===== src/rtl/bus_pkg.sv =====
// Shared definitions for the register-bus transfer arbiter: widths, FSM state
// encoding and the transfer validity rule.
package bus_pkg;

    localparam int REG_SEL_W = 3;
    localparam int BUS_W     = 16;

    typedef enum logic [1:0] {
        ST_IDLE,
        ST_DRIVE,
        ST_LATCH,
        ST_ACK
    } bus_state_e;

    // A move is rejected when it would copy a register onto itself or name a register that is not on the bus.
    function automatic logic xfer_valid(input int src, input int dst, input int num_regs);
        return (src != dst) && (src < num_regs) && (dst < num_regs);
    endfunction

endpackage


===== src/rtl/bus_transfer_arbiter_if.sv =====
// Requester-side and register-file-side signals of the transfer arbiter.
// The arbiter uses the master modport; requesters/register file use slave.
interface bus_transfer_arbiter_if
    import bus_pkg::*;
#(
    parameter int NUM_REQ  = 4,
    parameter int NUM_REGS = 8,
    parameter int SEL_W    = REG_SEL_W
);

    logic [NUM_REQ-1:0]       req;
    logic [NUM_REQ*SEL_W-1:0] req_src;
    logic [NUM_REQ*SEL_W-1:0] req_dst;
    logic [NUM_REQ-1:0]       grant;
    logic [NUM_REQ-1:0]       done;
    logic [NUM_REQ-1:0]       err;
    logic [NUM_REGS-1:0]      reg_out_en;
    logic [NUM_REGS-1:0]      reg_in_en;
    logic                     busy;

    modport master (
        input  req, req_src, req_dst,
        output grant, done, err, reg_out_en, reg_in_en, busy
    );

    modport slave (
        output req, req_src, req_dst,
        input  grant, done, err, reg_out_en, reg_in_en, busy
    );

endinterface


===== src/rtl/rr_priority_picker.sv =====
// Combinational round-robin picker: the first active request at or after ptr
// (wrapping) wins. Returns the one-hot winner, its index and a valid flag.
module rr_priority_picker #(
    parameter int N     = 4,
    parameter int PTR_W = 2
) (
    input  logic [N-1:0]     req,
    input  logic [PTR_W-1:0] ptr,
    output logic [N-1:0]     winner,
    output logic [PTR_W-1:0] idx,
    output logic             valid
);

    // NOTE: every output gets a default before the search loop so that no path through the block leaves a value unassigned (no latch).
    always_comb begin
        winner = '0;
        idx    = '0;
        valid  = 1'b0;
        for (int i = 0; i < N; i++) begin
            if (!valid && req[(int'(ptr) + i) % N]) begin
                valid                        = 1'b1;
                winner[(int'(ptr) + i) % N]  = 1'b1;
                idx                          = PTR_W'((int'(ptr) + i) % N);
            end
        end
    end

endmodule


===== src/rtl/bus_transfer_arbiter.sv =====
// Sequences one register-to-register move at a time on the shared bus:
// source drive (DRIVE), source drive plus destination load (LATCH), then ACK.
module bus_transfer_arbiter
    import bus_pkg::*;
#(
    parameter int NUM_REQ  = 4,
    parameter int NUM_REGS = 8
) (
    input  logic                   bus_arbiter_clock,
    input  logic                   bus_arbiter_reset,
    bus_transfer_arbiter_if.master bus
);

    localparam int PTR_W = (NUM_REQ > 1) ? $clog2(NUM_REQ) : 1;

    bus_state_e           state;
    logic [PTR_W-1:0]     ptr;
    logic [REG_SEL_W-1:0] dst_q;
    logic [NUM_REQ-1:0]   grant_q;
    logic [NUM_REQ-1:0]   done_q;
    logic [NUM_REQ-1:0]   err_q;
    logic [NUM_REGS-1:0]  out_en_q;
    logic [NUM_REGS-1:0]  in_en_q;
    logic                 busy_q;

    logic [NUM_REQ-1:0]   pick_onehot;
    logic [PTR_W-1:0]     pick_idx;
    logic                 pick_valid;

    logic [REG_SEL_W-1:0] cand_src;
    logic [REG_SEL_W-1:0] cand_dst;
    logic                 cand_ok;
    logic [PTR_W-1:0]     next_ptr;
    logic [NUM_REGS-1:0]  src_dec;
    logic [NUM_REGS-1:0]  dst_dec;

    rr_priority_picker #(
        .N     (NUM_REQ),
        .PTR_W (PTR_W)
    ) u_picker (
        .req    (bus.req),
        .ptr    (ptr),
        .winner (pick_onehot),
        .idx    (pick_idx),
        .valid  (pick_valid)
    );

    // Candidate transfer of the current winner, and the one-hot enables it would need.
    always_comb begin
        cand_src = bus.req_src[int'(pick_idx)*REG_SEL_W +: REG_SEL_W];
        cand_dst = bus.req_dst[int'(pick_idx)*REG_SEL_W +: REG_SEL_W];
        cand_ok  = xfer_valid(int'(cand_src), int'(cand_dst), NUM_REGS);
        next_ptr = (int'(pick_idx) == NUM_REQ - 1) ? '0 : pick_idx + 1'b1;
        src_dec  = '0;
        dst_dec  = '0;
        for (int i = 0; i < NUM_REGS; i++) begin
            src_dec[i] = (int'(cand_src) == i);
            dst_dec[i] = (int'(dst_q) == i);
        end
    end

    // NOTE: asynchronous reset clears every registered output at once, and all state updates use non-blocking assignments so each register sees pre-edge values.
    always_ff @(posedge bus_arbiter_clock or negedge bus_arbiter_reset) begin
        if (!bus_arbiter_reset) begin
            state    <= ST_IDLE;
            ptr      <= '0;
            dst_q    <= '0;
            grant_q  <= '0;
            done_q   <= '0;
            err_q    <= '0;
            out_en_q <= '0;
            in_en_q  <= '0;
            busy_q   <= 1'b0;
        end else begin
            done_q <= '0;
            err_q  <= '0;
            unique case (state)
                ST_IDLE: begin
                    if (pick_valid) begin
                        grant_q <= pick_onehot;
                        ptr     <= next_ptr;
                        dst_q   <= cand_dst;
                        busy_q  <= 1'b1;
                        if (cand_ok) begin
                            state    <= ST_DRIVE;
                            out_en_q <= src_dec;
                        end else begin
                            // Rejected moves skip straight to ACK and never touch the register enables.
                            state  <= ST_ACK;
                            done_q <= pick_onehot;
                            err_q  <= pick_onehot;
                        end
                    end
                end
                ST_DRIVE: begin
                    state   <= ST_LATCH;
                    in_en_q <= dst_dec;
                end
                ST_LATCH: begin
                    state    <= ST_ACK;
                    out_en_q <= '0;
                    in_en_q  <= '0;
                    done_q   <= grant_q;
                end
                ST_ACK: begin
                    state   <= ST_IDLE;
                    grant_q <= '0;
                    busy_q  <= 1'b0;
                end
                default: state <= ST_IDLE;
            endcase
        end
    end

    assign bus.grant      = grant_q;
    assign bus.done       = done_q;
    assign bus.err        = err_q;
    assign bus.reg_out_en = out_en_q;
    assign bus.reg_in_en  = in_en_q;
    assign bus.busy       = busy_q;

    // Structural invariants of the enable outputs.
    a_grant_onehot0 : assert property (@(posedge bus_arbiter_clock) disable iff (!bus_arbiter_reset)
        $onehot0(grant_q));
    a_out_onehot0 : assert property (@(posedge bus_arbiter_clock) disable iff (!bus_arbiter_reset)
        $onehot0(out_en_q));
    a_in_onehot0 : assert property (@(posedge bus_arbiter_clock) disable iff (!bus_arbiter_reset)
        $onehot0(in_en_q));
    a_in_needs_out : assert property (@(posedge bus_arbiter_clock) disable iff (!bus_arbiter_reset)
        (in_en_q != '0) |-> (out_en_q != '0));

endmodule


===== src/flat_wrapper.sv =====
// flat-port wrapper written by rule: the top's interface ports become plain ports
module bus_transfer_arbiter_flat import bus_pkg::*;
#(
    parameter int NUM_REQ  = 4,
    parameter int NUM_REGS = 8
)
  (bus_arbiter_clock, bus_arbiter_reset, bus_req, bus_req_src, bus_req_dst, bus_grant, bus_done, bus_err, bus_reg_out_en, bus_reg_in_en, bus_busy);
  bus_transfer_arbiter_if #(.NUM_REQ(NUM_REQ), .NUM_REGS(NUM_REGS), .SEL_W((REG_SEL_W))) bus_i ();
  input  logic bus_arbiter_clock;
  input  logic bus_arbiter_reset;
  input wire logic [$bits(bus_i.req)-1:0] bus_req;
  input wire logic [$bits(bus_i.req_src)-1:0] bus_req_src;
  input wire logic [$bits(bus_i.req_dst)-1:0] bus_req_dst;
  output wire logic [$bits(bus_i.grant)-1:0] bus_grant;
  output wire logic [$bits(bus_i.done)-1:0] bus_done;
  output wire logic [$bits(bus_i.err)-1:0] bus_err;
  output wire logic [$bits(bus_i.reg_out_en)-1:0] bus_reg_out_en;
  output wire logic [$bits(bus_i.reg_in_en)-1:0] bus_reg_in_en;
  output wire logic [$bits(bus_i.busy)-1:0] bus_busy;
  assign bus_i.req = bus_req;
  assign bus_i.req_src = bus_req_src;
  assign bus_i.req_dst = bus_req_dst;
  assign bus_grant = bus_i.grant;
  assign bus_done = bus_i.done;
  assign bus_err = bus_i.err;
  assign bus_reg_out_en = bus_i.reg_out_en;
  assign bus_reg_in_en = bus_i.reg_in_en;
  assign bus_busy = bus_i.busy;
  bus_transfer_arbiter #(.NUM_REQ(NUM_REQ), .NUM_REGS(NUM_REGS)) u_core (.bus_arbiter_clock(bus_arbiter_clock), .bus_arbiter_reset(bus_arbiter_reset), .bus(bus_i));
endmodule

===== config.mk =====
export PLATFORM = sky130hd
export DESIGN_NAME = bus_transfer_arbiter_flat
export DESIGN_NICKNAME = d
export VERILOG_FILES = /design/src/rtl/bus_pkg.sv /design/src/rtl/bus_transfer_arbiter_if.sv /design/src/rtl/rr_priority_picker.sv /design/src/rtl/bus_transfer_arbiter.sv /design/src/flat_wrapper.sv
export SDC_FILE = /design/constraint.sdc
export NUM_CORES = 1
export LEC_CHECK = 0
export ABC_AREA = 1
export CORE_MARGIN = 2
export CORE_UTILIZATION = 40
export DETAILED_ROUTE_END_ITERATION = 8
export PLACE_DENSITY_LB_ADDON = 0.05
export RECOVER_POWER = 100
export SYNTH_ARGS = -nofsm -noshare
export SYNTH_HDL_FRONTEND = slang
export SYNTH_SLANG_ARGS = --single-unit

===== constraint.sdc =====
create_clock -name bus_arbiter_clock -period 3.45 [get_ports bus_arbiter_clock]
set_input_delay 0.5175 -clock bus_arbiter_clock [delete_from_list [all_inputs] [get_ports bus_arbiter_clock]]
set_output_delay 0.5175 -clock bus_arbiter_clock [all_outputs]
set_load 0.01 [all_outputs]

### After elaboration in Yosys (flattened, before gate mapping)

Index checks and enable logic that the tools add are counted.
Widths: inputs -> output; s select.

* flip-flop bits (word level): 36
* bits of input ports: 30
* output and inout bits: 29
* logic and storage cells: 120

* $add $sub $neg: 4
* $mul: 1
* order comparisons: 8
* equality and inequality tests: 21
* shift operators: 2
* multiplexer cells: 47
* bitwise logic cells: 6
* reduce and logical (&&, ||, !) cells: 22

Operators by type and width (number)
* $shiftx 12x32->3: 2
* $mux 4: 8
* $pmux 8 s2: 2
* $eq 3x3->1 const B: 8
* $mux 1: 16
* $mux 8: 2
* $pmux 4 s2: 2
* $mux 2: 7
* $eq 3x2->1 const B: 4
* $lt 3x4->1 const B: 3
* $or 4x4->4: 3
* $ge 3x1->1 const B: 3
* $bmux 1 s2: 4
* $demux 1 s2: 4
* $pmux 2 s4: 1
* $logic_and 1x1->1: 7
* $eq 3x1->1 const B: 2
* $logic_not 3->1: 2
* $reduce_bool 2->1: 3
* $reduce_or 2->1: 3
* $add 2x1->2 const B: 2
* $add 2x2->2 const B: 2
* $eq 2x1->1 const B: 2
* $eq 2x2->1 const B: 2
* other kinds (11): 17

### Logic depth before layout (Yosys ltp)

Gate-level depths: netlist of the first run.

* word-level depth: 20
* gate-level depth with buffers: 20
* gate-level depth less buffers: 19

### By module

Synthesis of the first run repeated with hierarchy kept, for this count alone.

* cells, all modules: 319
* area, all modules: 2388.5 µm²

Modules (own cells, without submodules)
* bus_transfer_arbiter: times used 1, cells each 245, area an instance 1948.1 µm², seq. area each 900.9 µm²
* rr_priority_picker: times used 1, cells each 74, area an instance 440.4 µm², seq. area each 0.0 µm²

### Least setup slack after synthesis of the first run

No wires, ideal clock.

* path kind: flip-flop to flip-flop
* start point: register u_core.ptr[0]
* end point: register u_core.out_en_q[0] (netlist: u_core.bus.reg_out_en[0])
* setup time: 118 ps
* data arrival time: 2308 ps
* data required time: 3332 ps
* path slack: 1024 ps
* cell stages (with the launch flop): 20
* buffers on the path: 1
* clock period less this slack: 2426 ps
* cells stage by stage: dfrtp_1 -> inv_2 -> ha_1 -> inv_1 -> nand3_2 -> nand2_4 -> nor2_4 -> nor2_2 -> nand2_4 -> nand2_4 -> buf_4 -> nand2_1 -> nand3_1 -> nand2_1 -> nand2_1 -> nand2_4 -> nand3_4 -> nand2_4 -> nand3_1 -> nand2_1

* cells in the longest elaborated chain, start to end: 18
* elaborated cells on any way between the ends: 39
* those cells by class: add/sub: 3; mul: 1; eq/ne: 3; shift: 2; mux: 22; reduce/logical: 8

RTL lines
* from (decl): line bus_transfer_arbiter.sv:17 `logic [PTR_W-1:0] ptr;`
* from (signal assigned): line bus_transfer_arbiter.sv:81 `ptr <= next_ptr;`
* $add 2x1->2 or $bmux 1 s2 (tied branches): line rr_priority_picker.sv:20, rr_priority_picker.sv:23
* $bmux 1 s2 or $mux 1 (tied branches): line rr_priority_picker.sv:20 `if (!valid && req[(int'(ptr) + i) % N]) begin`
* $mux 1 (implied by the code): line rr_priority_picker.sv:20
* $mux 1 (implied by the code) or $logic_not 1->1 (tied branches): line rr_priority_picker.sv:20
* $logic_and 1x1->1: line rr_priority_picker.sv:20
* $mux 1: line rr_priority_picker.sv:20
* $logic_not 1->1: line rr_priority_picker.sv:20
* $logic_and 1x1->1: line rr_priority_picker.sv:20
* (+2 left out)
* $logic_and 1x1->1: line rr_priority_picker.sv:20
* $mux 2: line rr_priority_picker.sv:20
* $mul 2x2->4: line bus_transfer_arbiter.sv:50, bus_transfer_arbiter.sv:51
* $shiftx 12x32->3: line bus_transfer_arbiter.sv:50 `cand_src = bus.req_src[int'(pick_idx)*REG_SEL_W +: REG_SEL_W];`
* $logic_not 3->1: line bus_transfer_arbiter.sv:57 `src_dec[i] = (int'(cand_src) == i);`
* $mux 8: line bus_transfer_arbiter.sv:84 `if (cand_ok) begin`
* $mux 8: line bus_transfer_arbiter.sv:79 `if (pick_valid) begin`
* $pmux 8 s2: line bus_transfer_arbiter.sv:77 `unique case (state)`
* to (signal assigned): line bus_transfer_arbiter.sv:86 `out_en_q <= src_dec;`
* to (decl): line bus_transfer_arbiter.sv:22 `logic [NUM_REGS-1:0] out_en_q;`

Several ways; a longest one is shown, not always the timed one. The select of a mux whose other input is x is not followed.
A chain may end at the register's enable or synchronous reset.

### Final worst setup path of the first run

* start point: register u_core.ptr[1]
* end point: register u_core.done_q[2] (netlist: u_core.bus.done[2])

* cells in the longest elaborated chain, start to end: 18
* elaborated cells on any way between the ends: 68
* those cells by class: add/sub: 3; mul: 1; order compare: 8; eq/ne: 1; shift: 2; mux: 34; bitwise: 6; reduce/logical: 13

RTL lines
* $add 2x1->2 or $bmux 1 s2 (tied branches): line rr_priority_picker.sv:20, rr_priority_picker.sv:22, rr_priority_picker.sv:23
* $bmux 1 s2 or $mux 1 (tied branches): line rr_priority_picker.sv:20
* $mux 1 (implied by the code): line rr_priority_picker.sv:20
* $mux 1 (implied by the code) or $logic_not 1->1 (tied branches): line rr_priority_picker.sv:20
* $logic_and 1x1->1: line rr_priority_picker.sv:20
* $mux 1: line rr_priority_picker.sv:20
* $logic_not 1->1: line rr_priority_picker.sv:20
* $logic_and 1x1->1: line rr_priority_picker.sv:20
* (+2 left out)
* $logic_and 1x1->1: line rr_priority_picker.sv:20
* $mux 2: line rr_priority_picker.sv:20
* $mul 2x2->4: line bus_transfer_arbiter.sv:50, bus_transfer_arbiter.sv:51
* $shiftx 12x32->3, on equally long branches: line bus_transfer_arbiter.sv:50, bus_transfer_arbiter.sv:51
* $ne 3x3->1: line bus_pkg.sv:17 `return (src != dst) && (src < num_regs) && (dst < num_regs);`
* $mux 4: line bus_transfer_arbiter.sv:84
* $mux 4 (*): line bus_transfer_arbiter.sv:79
* $pmux 4 s2 (*): line bus_transfer_arbiter.sv:77
* to (signal assigned): line bus_transfer_arbiter.sv:90 `done_q <= pick_onehot;`
* to (signal assigned): line bus_transfer_arbiter.sv:103 `done_q <= grant_q;`
* to (decl): line bus_transfer_arbiter.sv:20 `logic [NUM_REQ-1:0] done_q;`

Mark *: on every way between the ends. The rest lies on a longest branch, timed or not. The select of a mux whose other input is x is not followed.

==> results.md, run 1 <==
* CP Cell Sequence: inv_2 -> ha_1 -> inv_1 -> nand3_1 -> nand2_4 -> a21oi_2 -> nand2_2 -> nand2_4 -> nand2_1 -> nand2_1 -> nand2_1 -> nand2_1 -> nand2_1 -> nand2_4 -> nand4_4 -> o21ai_0
* Req. time, crit path at between 3 and 4 ns
* Chip Height at 85.3 µm
* Failing checks: capacitance limit, slew limit
* Crit Path Category: reg -> reg
* Top cell type by total area after synthesis: dfrtp_1
* Die area at a little over 7000 µm²
* Slowest stage delay, CP at 0.50 ns
* Endpoints failing setup at 0
* IO Pins at 59
* Outcome: finished, violations left
* Die width at 85.3 µm
* Vias in the first global route at between 2000 and 2500
* Endpoint type of the worst setup path: flop
* Period utilization at 0.872
* Post-cts repair resize count at 0
* Crit-path max FO at 23
* Worst-Margin Slew at between 1.5 and 2 ns
* Hold_buf cts at 0
* Remaining global-route overflow at 0
* Inserted Clock Buffers at 5
* Seq/Total Area, Yosys at 0.341
* Initial DRC count at 92
* Critical Path Slowest Stage Cell: dfrtp_1
* Antenna violations before repair at 0
* Wire per inst at 12.1 µm
* Primary FF master, synth: dfrtp_1
* Final antenna-violating net count at 0
* # DRC at 0
* CTS sink count at 36
* CP most frequent cell: nand2_1
* Synthesized flop and latch total at 36
* Synthesized Nets at 397
* RSZ-0062 raised after global routing: no
* Worst setup SP type: flop
* Starting Density at 0.414
* Final wirelength at 5.91 mm
* Post-synth top cells: nand2_1, nand3_1, inv_1, dfrtp_1, nor2_1
* Worst Path Arrival at 3.20 ns
* Clock Tree Root: clkbuf_8
* Clk buf depth at 2
* Vias at 2462
* Endpoints failing hold at 0
* Layout Skew at roughly 0.0034 ns
* # H-tree levels at 2
* Max-slew violation count at 37
* Max_cap viols at 1
* Worst rel slew slack at -0.259
* EDFF count, synth at 0
* Worst min path class: reg -> reg
* Synthesized area at ~2600 µm²
* Synth area leaders: dfrtp_1, nand2_1, nand3_1
* R2r setup slk at 0.44 ns
* ANT cells at 0
* CTS tree: done
* First-pass GRT wire length at around 10 mm
* Achievable frequency at 332 MHz
* Yosys warnings at 0
* Share of the synthesized area in the top cell type at 0.341
* Layout cells sized above 1 at 0.0969
* Pre-antenna DRT Iters at 4
* Netlist cell types at 33
* Syn Inst Count at about 360
* Vias per cell at 5.02
* Async set-reset flop share out of synthesis at 1.00
* # rows at 29
* Core area at 6390 µm²
* Total Neg Setup Slack at 0 ns
* Layout area overhead at 25.6%
* GRT Util Overall at 0.171
* Final HPWL DP at 4.62 mm
* Largest net degree at the start of global routing at 37
* Syn Area/Cell at 7.42 µm²
* Fin nets at 454
* Top-count cell post-synth: nand2_1
* Clk slew on worst S/H paths at 0.07 ns
* I/O Buffers at 58
* Post-CTS setup buffers at 0
* Fin crit period at 3.01 ns
* Worst skew pair latency at ~0.28 ns
* GPL Wtd Cong at 0.886
[final timing paths]
| kind | start | end | depth (start not counted) |
|---|---|---|---|
| min in group asynchronous | bus_arbiter_reset | u_core.bus.err[1] | 2 |
| worst min-delay path | u_core.bus.reg_out_en[1] | u_core.bus.reg_out_en[1] | 2 |
| worst max-delay path | u_core.ptr[1] | u_core.bus.done[2] | 16 |
| worst min register to register | u_core.bus.reg_out_en[1] | u_core.bus.reg_out_en[1] | 2 |
| max in group asynchronous | bus_arbiter_reset | u_core.bus.reg_out_en[4] | 2 |
| worst max register to register | u_core.ptr[1] | u_core.bus.done[2] | 16 |
[cells in the final DEF (no fill, tap or decap), types with 4 or more instances in the layout]
cell type,n
nand2_1,92
nand3_1,59
inv_1,51
dfrtp_1,36
dlygate4sd3_1,30
clkdlybuf4s50_1,28
nor2_1,17
o22ai_1,13
o21ai_0,12
ha_1,11
nand3b_1,9
nand2_2,8
nand2_4,7
clkbuf_8,5
inv_2,4
nand3_2,4
[cell type report]
cell class / count / area [µm²]
fill: 641 / 3070
multi-input combinational: 254 / 1440
sequential: 36 / 901
timing repair buffer: 60 / 592
inverter: 56 / 213
tap: 77 / 96.3
clock buffer: 6 / 72.6
clock inverter: 1 / 5.00
[per-layer routing]
layer  vias up  routed length (µm)  GRT usage
met5         -                   0          0
li1       1270                   -          -
met1      1132                2880      0.236
met3         4                 211     0.0263
met2        56                2770      0.280
met4         0                  48     0.0433
[flip-flops by register name, summed over array words and instances, names as in the netlist]
name                   flops
u_core.bus.busy            1
u_core.bus.done            4
u_core.bus.err             4
u_core.bus.grant           4
u_core.bus.reg_in_en       8
u_core.bus.reg_out_en      8
u_core.dst_q               3
u_core.ptr                 2
u_core.state               2
[worst max-delay path, delay by kind of cell (launching register included)]
family	cells	cell delay, ns
AOI/OAI and AO/OA	2	0.35
adders and majority gates	1	0.36
buffers and inverters	2	0.23
DFF	1	0.50
and+or+nand+nor	11	1.50
[per-stage QoR]
stage	instance area (µm²)	hold slack, ns	std cells	util	setup WS, ns
after detailed placement	3260	0.496	483	0.510	0.379
after floorplan	2640	0.222	356	-	1.02
after CTS	3330	0.513	490	0.522	0.467
final	3320	0.497	490	0.520	0.441
after global placement	3260	0.492	483	0.510	0.402
after global routing	3320	0.545	490	0.520	0.0950
[logic make-up (layout without fill, tap and decap cells)]
group,count (synthesis),in the layout,synth area share
fa+ha+maj,11,11,0.0521
buf+inv,66,123,0.110
simple gates,207,207,0.411
compound gates,36,36,0.0857
flops,36,36,0.341
Power of run 1 is not shown: default switching activity piles up to over one toggle a cycle in this logic, so the estimate is an artifact.
==> run 2: changes to the inputs <==
Settings changed: SLEW_MARGIN from default to 25.
==> results of run 2 <==
The final DEF is identical to that of run 1; final timing and power are the same.
Power of run 2 is left out for the same reason.
